==> config.mk <==
export PLATFORM = sky130hd
export DESIGN_NAME = enha_block_engine
export DESIGN_NICKNAME = d
export VERILOG_FILES = /design/src/rtl/enha_pkg.sv /design/src/rtl/enha_fifo.sv /design/src/rtl/enha_block_engine.sv
export SDC_FILE = /design/constraint.sdc
export NUM_CORES = 1
export LEC_CHECK = 0
export BUFFER_PORTS_ARGS = -buffer_cell sky130_fd_sc_hd__buf_2
export CELL_PAD_IN_SITES_DETAIL_PLACEMENT = 0
export CELL_PAD_IN_SITES_GLOBAL_PLACEMENT = 1
export CORE_MARGIN = 2
export CORE_UTILIZATION = 30
export CTS_BUF_LIST = sky130_fd_sc_hd__clkbuf_16
export DETAILED_ROUTE_END_ITERATION = 8
export PLACE_DENSITY = 0.52
export SLEW_MARGIN = 10
export SYNTH_ARGS = -nofsm -noshare
export SYNTH_HDL_FRONTEND = slang
export SYNTH_SLANG_ARGS = --single-unit
==> constraint.sdc <==
create_clock -name iODCK -period 3.8 [get_ports iODCK]
set_input_delay 0.76 -clock iODCK [delete_from_list [all_inputs] [get_ports iODCK]]
set_output_delay 0.76 -clock iODCK [all_outputs]
set_load 0.02 [all_outputs]
==> src/rtl/enha_pkg.sv <==
// Shared definitions for the backlight enhancement path: mode encodings and
// the block-versus-mean rate threshold used by enhancement engines.
package enha_pkg;

  localparam logic [1:0] MODE_BYPASS = 2'd0;
  localparam logic [1:0] MODE_FIX    = 2'd1;
  localparam logic [1:0] MODE_ADAPT  = 2'd2;
  localparam logic [1:0] MODE_SMOOTH = 2'd3;

  // Darker blocks relative to the frame mean earn a larger rate (0..3).
  function automatic logic [1:0] rate_threshold(input logic [31:0] blk, input logic [31:0] mean);
    logic [1:0] rate;
    if (blk >= mean) begin
      rate = 2'd0;
    end else if (blk >= (mean >> 1)) begin
      rate = 2'd1;
    end else if (blk >= (mean >> 2)) begin
      rate = 2'd2;
    end else begin
      rate = 2'd3;
    end
    return rate;
  endfunction

endpackage

==> src/rtl/enha_fifo.sv <==
// Synchronous FIFO with full/empty flags and a synchronous flush; a pop of
// a full FIFO frees room for a write in the same cycle.
module enha_fifo #(
  parameter int WIDTH = 22,
  parameter int DEPTH = 4
) (
  input  logic             clk_i,
  input  logic             rst_ni,
  input  logic             flush_i,
  input  logic             push_i,
  input  logic             pop_i,
  input  logic [WIDTH-1:0] wdata_i,
  output logic [WIDTH-1:0] rdata_o,
  output logic             full_o,
  output logic             empty_o
);

  localparam int AW = $clog2(DEPTH);

  logic [WIDTH-1:0] mem_q [DEPTH];
  logic [AW:0]      wr_ptr_q;
  logic [AW:0]      rd_ptr_q;
  logic             wr_en_s;
  logic             rd_en_s;

  assign empty_o = (wr_ptr_q == rd_ptr_q);
  assign full_o  = (wr_ptr_q[AW] != rd_ptr_q[AW]) && (wr_ptr_q[AW-1:0] == rd_ptr_q[AW-1:0]);
  assign rd_en_s = pop_i && !empty_o;
  assign wr_en_s = push_i && (!full_o || rd_en_s);
  assign rdata_o = mem_q[rd_ptr_q[AW-1:0]];

  // Storage array, no reset needed since the pointers qualify every read.
  always_ff @(posedge clk_i) begin
    if (wr_en_s) begin
      mem_q[wr_ptr_q[AW-1:0]] <= wdata_i;
    end
  end

  // Read/write pointers with an extra wrap bit to tell full from empty.
  always_ff @(posedge clk_i or negedge rst_ni) begin
    if (!rst_ni) begin
      wr_ptr_q <= {(AW+1){1'b0}};
      rd_ptr_q <= {(AW+1){1'b0}};
    end else if (flush_i) begin
      wr_ptr_q <= {(AW+1){1'b0}};
      rd_ptr_q <= {(AW+1){1'b0}};
    end else begin
      if (wr_en_s) wr_ptr_q <= wr_ptr_q + (AW+1)'(1'b1);
      if (rd_en_s) rd_ptr_q <= rd_ptr_q + (AW+1)'(1'b1);
    end
  end

endmodule

==> src/rtl/enha_block_engine.sv <==
// Per-block enhancement engine: buffers block averages with their line sums,
// derives a rate against the frame mean and emits saturated enhanced values.
module enha_block_engine
  import enha_pkg::*;
#(
  parameter int DATA_W     = 8,
  parameter int SUM_W      = 14,
  parameter int RATE_W     = 2,
  parameter int GAIN_SHIFT = 2,
  parameter int BLK_SHIFT  = 4,
  parameter int FIFO_DEPTH = 4,
  parameter int CNT_W      = 7
) (
  input  logic              iODCK,
  input  logic              iRST,
  input  logic              iV_Duty,
  input  logic [CNT_W-1:0]  iV_Block_Duty_Count,
  input  logic              iWEA,
  input  logic [DATA_W-1:0] iBlockData,
  input  logic [SUM_W-1:0]  iLineSum,
  input  logic [1:0]        iMode,
  input  logic [RATE_W-1:0] iFixRate,
  input  logic              iReady,
  output logic [DATA_W-1:0] oBlockData_En,
  output logic [RATE_W-1:0] oEnhaRate,
  output logic              oValid,
  output logic              oFrameDone,
  output logic              oOvf
);

  localparam int ENTRY_W = DATA_W + SUM_W;
  localparam int PROD_W  = DATA_W + RATE_W;
  localparam int EXT_W   = DATA_W + RATE_W + 1;
  localparam logic [RATE_W-1:0] RATE_MAX = {RATE_W{1'b1}};
  localparam logic [EXT_W-1:0]  SAT_MAX  = EXT_W'({DATA_W{1'b1}});

  logic               push_s, pop_s, full_s, empty_s, adv_s, hs_s, drop_s;
  logic [ENTRY_W-1:0] fifo_rdata_s;
  logic [DATA_W-1:0]  fifo_blk_s;
  logic [SUM_W-1:0]   fifo_sum_s;
  logic [1:0]         t_raw_s;
  logic [RATE_W-1:0]  target_s, smooth_s, rate_n_s;
  logic [PROD_W-1:0]  prod_s, gain_s;
  logic [EXT_W-1:0]   sum_s;
  logic [DATA_W-1:0]  sat_s;
  logic [CNT_W-1:0]   cnt_d;
  logic               frame_done_d;

  logic               s1_valid_q, s2_valid_q, out_valid_q;
  logic [DATA_W-1:0]  s1_blk_q, s2_blk_q, out_data_q;
  logic [SUM_W-1:0]   s1_mean_q;
  logic [RATE_W-1:0]  s2_rate_q, out_rate_q, prev_n_q;
  logic [CNT_W-1:0]   cnt_q;
  logic               frame_done_q, ovf_q;

  assign adv_s  = !out_valid_q || iReady;
  assign hs_s   = out_valid_q && iReady;
  assign push_s = iV_Duty && iWEA;
  // While downstream refuses, keep at most one block in flight so the FIFO does the buffering.
  assign pop_s  = adv_s && !empty_s && (iReady || !(s1_valid_q || s2_valid_q || out_valid_q));
  assign drop_s = push_s && full_s && !pop_s;
  assign fifo_blk_s = fifo_rdata_s[ENTRY_W-1:SUM_W];
  assign fifo_sum_s = fifo_rdata_s[SUM_W-1:0];

  enha_fifo #(.WIDTH(ENTRY_W), .DEPTH(FIFO_DEPTH)) u_fifo (
    .clk_i   (iODCK),
    .rst_ni  (iRST),
    .flush_i (!iV_Duty),
    .push_i  (push_s),
    .pop_i   (pop_s),
    .wdata_i ({iBlockData, iLineSum}),
    .rdata_o (fifo_rdata_s),
    .full_o  (full_s),
    .empty_o (empty_s)
  );

  // Rate selection for the block leaving S1.
  always_comb begin
    t_raw_s  = rate_threshold(32'(s1_blk_q), 32'(s1_mean_q));
    target_s = (32'(t_raw_s) > 32'(RATE_MAX)) ? RATE_MAX : RATE_W'(t_raw_s);
    if (prev_n_q < target_s) begin
      smooth_s = prev_n_q + RATE_W'(1'b1);
    end else if (prev_n_q > target_s) begin
      smooth_s = prev_n_q - RATE_W'(1'b1);
    end else begin
      smooth_s = prev_n_q;
    end
    case (iMode)
      MODE_BYPASS: rate_n_s = {RATE_W{1'b0}};
      MODE_FIX:    rate_n_s = iFixRate;
      MODE_ADAPT:  rate_n_s = target_s;
      MODE_SMOOTH: rate_n_s = smooth_s;
      default:     rate_n_s = {RATE_W{1'b0}};
    endcase
  end

  // Gain and saturation for the block in S2.
  always_comb begin
    prod_s = PROD_W'(s2_blk_q) * PROD_W'(s2_rate_q);
    gain_s = prod_s >> GAIN_SHIFT;
    sum_s  = EXT_W'(s2_blk_q) + EXT_W'(gain_s);
    if (sum_s > SAT_MAX) begin
      sat_s = {DATA_W{1'b1}};
    end else begin
      sat_s = sum_s[DATA_W-1:0];
    end
  end

  // Frame block counter; a zero block count never completes a frame.
  always_comb begin
    cnt_d        = cnt_q;
    frame_done_d = 1'b0;
    if (hs_s) begin
      if ((iV_Block_Duty_Count != {CNT_W{1'b0}}) &&
          (cnt_q == iV_Block_Duty_Count - CNT_W'(1'b1))) begin
        cnt_d        = {CNT_W{1'b0}};
        frame_done_d = 1'b1;
      end else begin
        cnt_d = cnt_q + CNT_W'(1'b1);
      end
    end else begin
      cnt_d = cnt_q;
    end
  end

  // Pipeline, counter and overflow state; blanking clears everything but the data registers.
  always_ff @(posedge iODCK or negedge iRST) begin
    if (!iRST) begin
      s1_valid_q   <= 1'b0;
      s2_valid_q   <= 1'b0;
      out_valid_q  <= 1'b0;
      s1_blk_q     <= {DATA_W{1'b0}};
      s1_mean_q    <= {SUM_W{1'b0}};
      s2_blk_q     <= {DATA_W{1'b0}};
      s2_rate_q    <= {RATE_W{1'b0}};
      out_data_q   <= {DATA_W{1'b0}};
      out_rate_q   <= {RATE_W{1'b0}};
      prev_n_q     <= {RATE_W{1'b0}};
      cnt_q        <= {CNT_W{1'b0}};
      frame_done_q <= 1'b0;
      ovf_q        <= 1'b0;
    end else if (!iV_Duty) begin
      s1_valid_q   <= 1'b0;
      s2_valid_q   <= 1'b0;
      out_valid_q  <= 1'b0;
      prev_n_q     <= {RATE_W{1'b0}};
      cnt_q        <= {CNT_W{1'b0}};
      frame_done_q <= 1'b0;
      ovf_q        <= 1'b0;
    end else begin
      cnt_q        <= cnt_d;
      frame_done_q <= frame_done_d;
      ovf_q        <= ovf_q || drop_s;
      if (adv_s) begin
        s1_valid_q  <= pop_s;
        s2_valid_q  <= s1_valid_q;
        out_valid_q <= s2_valid_q;
        if (pop_s) begin
          s1_blk_q  <= fifo_blk_s;
          s1_mean_q <= fifo_sum_s >> BLK_SHIFT;
        end
        if (s1_valid_q) begin
          s2_blk_q  <= s1_blk_q;
          s2_rate_q <= rate_n_s;
          prev_n_q  <= rate_n_s;
        end
        if (s2_valid_q) begin
          out_data_q <= sat_s;
          out_rate_q <= s2_rate_q;
        end
      end
    end
  end

  assign oBlockData_En = out_data_q;
  assign oEnhaRate     = out_rate_q;
  assign oValid        = out_valid_q;
  assign oFrameDone    = frame_done_q;
  assign oOvf          = ovf_q;

endmodule
==> Implementation_results.wiki <==
{| class="wikitable"
! Metric !! Value
|-
| Outcome || complete, no violations
|-
| # H-tree levels || 4
|-
| Met2 Use GR || roughly a fifth
|-
| Max capacitance violation total || 0
|-
| EDFF count, synth || 72
|-
| Largest fanout on the critical path || 5
|-
| Cell internal power dissipation || 3.63 mW
|-
| Number of DRC markers after the initial detailed-route iteration || 143
|-
| Netlist cell types || 64
|-
| Period utilisation layout || 88.2%
|-
| Final Power || ~5.6 mW
|-
| Switching pwr || 1.99 mW
|-
| Met1 global-route usage || between 10% and 20%
|-
| Routed via count divided by cell count || ~4.7
|-
| Largest area contributor in the synthesized netlist || edfxtp_1
|-
| Endpoint kind of the worst setup timing path || flip-flop
|-
| Post-CTS Setup Inserts || 0
|-
| Synthesized Nets || between 500 and 600
|-
| Pin count of the biggest net entering global routing || 39
|-
| Total core area || 21800 um^2
|-
| Number of buffers created by CTS || 17
|-
| Proportion of layout cells with a drive suffix above 1 || 24.2%
|-
| Wire length of the first global-routing pass || 22300 um
|-
| Maximum frequency from static timing analysis || 0.298 GHz
|-
| Die boundary height || 153 um
|-
| HPWL Detailed || between 9000 and 10000 um
|-
| Worst rel slew slack || approximately 40%
|-
| Area growth from synthesis to layout || 16.8%
|-
| Hold Buf Count CTS || 0
|-
| Final Hold Vio Count || 0
|-
| Final worst slack || 0.447 ns
|-
| Part of the total power dissipated in combinational logic || 37.4%
|-
| Count of input and output buffers || 46
|-
| Slew Viols, Final || 0
|-
| CP startpoint kind || flip-flop
|-
| Die boundary width || 153 um
|-
| Post-synth design cell area || roughly 6700 um^2
|-
| Final hold slack || 0.472 ns
|-
| Global-route met3 utilization || 3.23%
|-
| Most congested layer reported by global routing || met2
|-
| Average wire per cell in the routed design || between 15 and 20 um
|-
| Number of antenna violations at the first check in global routing || 0
|-
| Post-cts resize count || 0
|-
| Sum of overflow across all layers after global routing || 0
|-
| Total negative setup slack || 0 ns
|-
| CTS clk-pin slew, worst paths || 0.06 ns
|-
| Seq/Total Area, Yosys || between 50% and 60%
|-
| Clock latency on the worst-skew pair || 0.42 ns
|-
| Area share of the largest cell type after synthesis || approximately 32%
|-
| Clock net sink count || 130
|-
| Maximum resistive drop on vdd || 0.325 mV
|-
| Share of total power in sequential cells || 35.4%
|-
| Standard-cell row count || 54
|-
| Setup repair after global routing missed its margin || no
|-
| Number of endpoints failing setup at the final stage || 0
|-
| Wire length reported by the detailed router || 13100 um
|-
| Arrival time reported for the critical path endpoint || 3.71 ns
|-
| Area of all placed cells without fillers || 7790 um^2
|-
| Switching Share || 35.5%
|-
| Cell area reported after detailed placement || 7240 um^2
|-
| Detailed-route via count || 4065
|-
| CP Data Required Time || 4.16 ns
|-
| Root buffer cell || clkbuf_16
|-
| Number of global-route vias before repair || 4420
|-
| Kind of critical path || reg2reg
|-
| Setup WS pre-CTS || 0.405 ns
|-
| Final routed DRC violation total || 0
|-
| Post-synthesis instance total || 507
|-
| Top post-synthesis cells by area || edfxtp_1 32%, dfrtp_1 22%, ha_1 8.8%, mux4_2 6.1%, mux2_2 4.4%
|-
| Clock share of power || 27.2%
|-
| All-Layer GR Usage || between 10% and 20%
|-
| Power density relative to cell area || a little over 700 nW/um^2
|-
| Worst setup skew after layout || roughly 0.013 ns
|-
| Area of the die || 23400 um^2
|-
| Placer Congestion || between 0.7 and 0.8
|-
| Initial standard-cell utilization of the core || 30.6%
|-
| Most frequently used flop master after synthesis || edfxtp_1
|-
| Average footprint of a synthesized cell || 13.2 um^2
|-
| Fraction of registers with async set or reset after synthesis || about 45%
|-
| Time the final worst path needs with I/O delays and setup || 3.35 ns
|-
| Total Nets Final || 653
|-
| Count of antenna diodes in the layout || 0
|-
| Static leakage || 3.21 nW
|-
| CTS tree || built
|-
| Antenna Violating Nets Remaining || 0
|-
| Post-synthesis sequential element count || 130
|-
| Number of top-level pins || 51
|-
| YS warnings || 0
|-
| Pin slew with the least headroom to its limit || 0.905 ns
|-
| Number of optimization iterations in the first detailed-route pass || 6
|-
| Maximum clock insertion buffer count || 2
|-
| Path category of the worst min-delay check || in2async
|}
registers in the layout, summed over array words and instances (netlist names):
| name | count |
|---|---|
| s2_valid_q | 1 |
| s1_valid_q | 1 |
| oValid | 1 |
| cnt_q | 7 |
| prev_n_q | 2 |
| oFrameDone | 1 |
| s2_blk_q | 8 |
| u_fifo.wr_ptr_q | 3 |
| s2_rate_q | 2 |
| u_fifo.mem_q | 72 |
| u_fifo.rd_ptr_q | 3 |
| s1_mean_q | 10 |
| s1_blk_q | 8 |
| oEnhaRate | 2 |
| oBlockData_En | 8 |
| oOvf | 1 |
layout by cell type, fill, tap and decap left out, types with 3 or more instances in the layout:
cell,count
buf_4,7
mux2_2,26
o22a_1,7
a31oi_1,5
mux4_2,18
nand2b_1,5
nor2_1,24
nor3_1,10
nand4_1,7
and3_1,10
xor2_1,14
xnor2_1,8
a211oi_1,5
o21bai_1,3
ha_1,47
clkbuf_16,17
a21oi_1,15
nand3_1,7
nand2_1,23
nor2b_1,11
inv_1,32
buf_2,46
inv_6,8
edfxtp_1,72
mux2i_1,3
and2_1,14
o21ai_0,16
dfrtp_1,58
o21a_1,7
a21o_1,5
Yosys cell counts (3+ instances only):
library cell,number
nand3_1,7
and2_1,14
and3_1,10
mux2i_1,3
a31oi_1,5
dfrtp_1,58
nand2b_1,5
clkbuf_1,8
xnor2_1,8
inv_1,31
a211oi_1,5
nor2b_1,11
a21oi_1,15
mux4_2,18
nor2_1,24
o21a_1,7
nand4_1,7
nand2_1,23
a21o_1,5
xor2_1,14
ha_1,47
nor3_1,10
o21ai_0,16
mux2_2,26
o21bai_1,3
edfxtp_1,72
o22a_1,7
per-stage QoR:
stage                     cells  util [%]
after floorplan             507         -
after global placement      827      33.2
after detailed placement    827      33.2
after CTS                   859      35.7
after global routing        859      35.7
final                       859      35.7
power groups by stage:
| stage | Combinational, mW | Clock (mW) | Sequential [mW] |
|---|---|---|---|
| final | 2.10 | 1.53 | 1.99 |
| after detailed placement | 2.13 | 0 | 2.02 |
| after global placement | 2.10 | 0 | 2.02 |
| after CTS | 2.15 | 1.57 | 2.00 |
| after global routing | 2.42 | 1.64 | 2.04 |
| after floorplan | 1.62 | 0 | 2.00 |
final timing paths:
| kind | from | endpoint | slack [ns] | cells after the start |
|---|---|---|---|---|
| worst min-delay path | iRST | cnt_q[5]$_DFFE_PN0P_ | 0.47 | 1 |
| worst min register to register | oBlockData_En[5]$_DFFE_PN0P_ | oBlockData_En[5]$_DFFE_PN0P_ | 0.50 | 1 |
| min in group iODCK | oBlockData_En[5]$_DFFE_PN0P_ | oBlockData_En[5]$_DFFE_PN0P_ | 0.50 | 1 |
| worst max-delay path | s1_blk_q[6]$_DFFE_PN0P_ | prev_n_q[1]$_DFFE_PN0P_ | 0.45 | 12 |
| worst max register to register | s1_blk_q[6]$_DFFE_PN0P_ | prev_n_q[1]$_DFFE_PN0P_ | 0.45 | 12 |
| max in group asynchronous | iRST | s1_blk_q[0]$_DFFE_PN0P_ | 2.50 | 2 |
cell type report:
class | count | area [um^2]
well taps | 280 | 350
clock inverters | 15 | 121
repair buffers | 53 | 283
inverters | 31 | 116
flip-flops and latches | 130 | 3610
multi-input cells | 333 | 2880
fillers | 2116 | 14000
clock buffers | 17 | 425
cell families (layout without fill, tap and decap cells):
logic type      after synthesis  in the layout  share of synthesized area (%)
compound gates               90             90                           9.70
flops                       130            130                           54.2
fa+ha+maj                    49             49                           9.42
simple gates                123            123                           9.81
xor+xnor                     23             23                           3.13
buf+inv                      44            116                           2.65
mux                          48             48                           11.1
routing by layer:
layer / up-vias / wire (um)
li1: 2032 / -
met1: 1969 / 6050
met2: 53 / 6450
met3: 11 / 474
met4: 0 / 157
met5: - / 0
critical path, stage by stage (launching register included):
cell and delay (ns):
dfrtp_1 0.45, ha_1 0.36, nand4_1 0.10, a21o_1 0.17
a311oi_1 0.49, or2_2 0.21, ha_1 0.23, nor2b_1 0.14
or3_1 0.33, a2111oi_0 0.40, nor3_1 0.12, o41ai_1 0.11
a31o_2 0.18
Note: power is estimated with default switching activity, not from simulation.
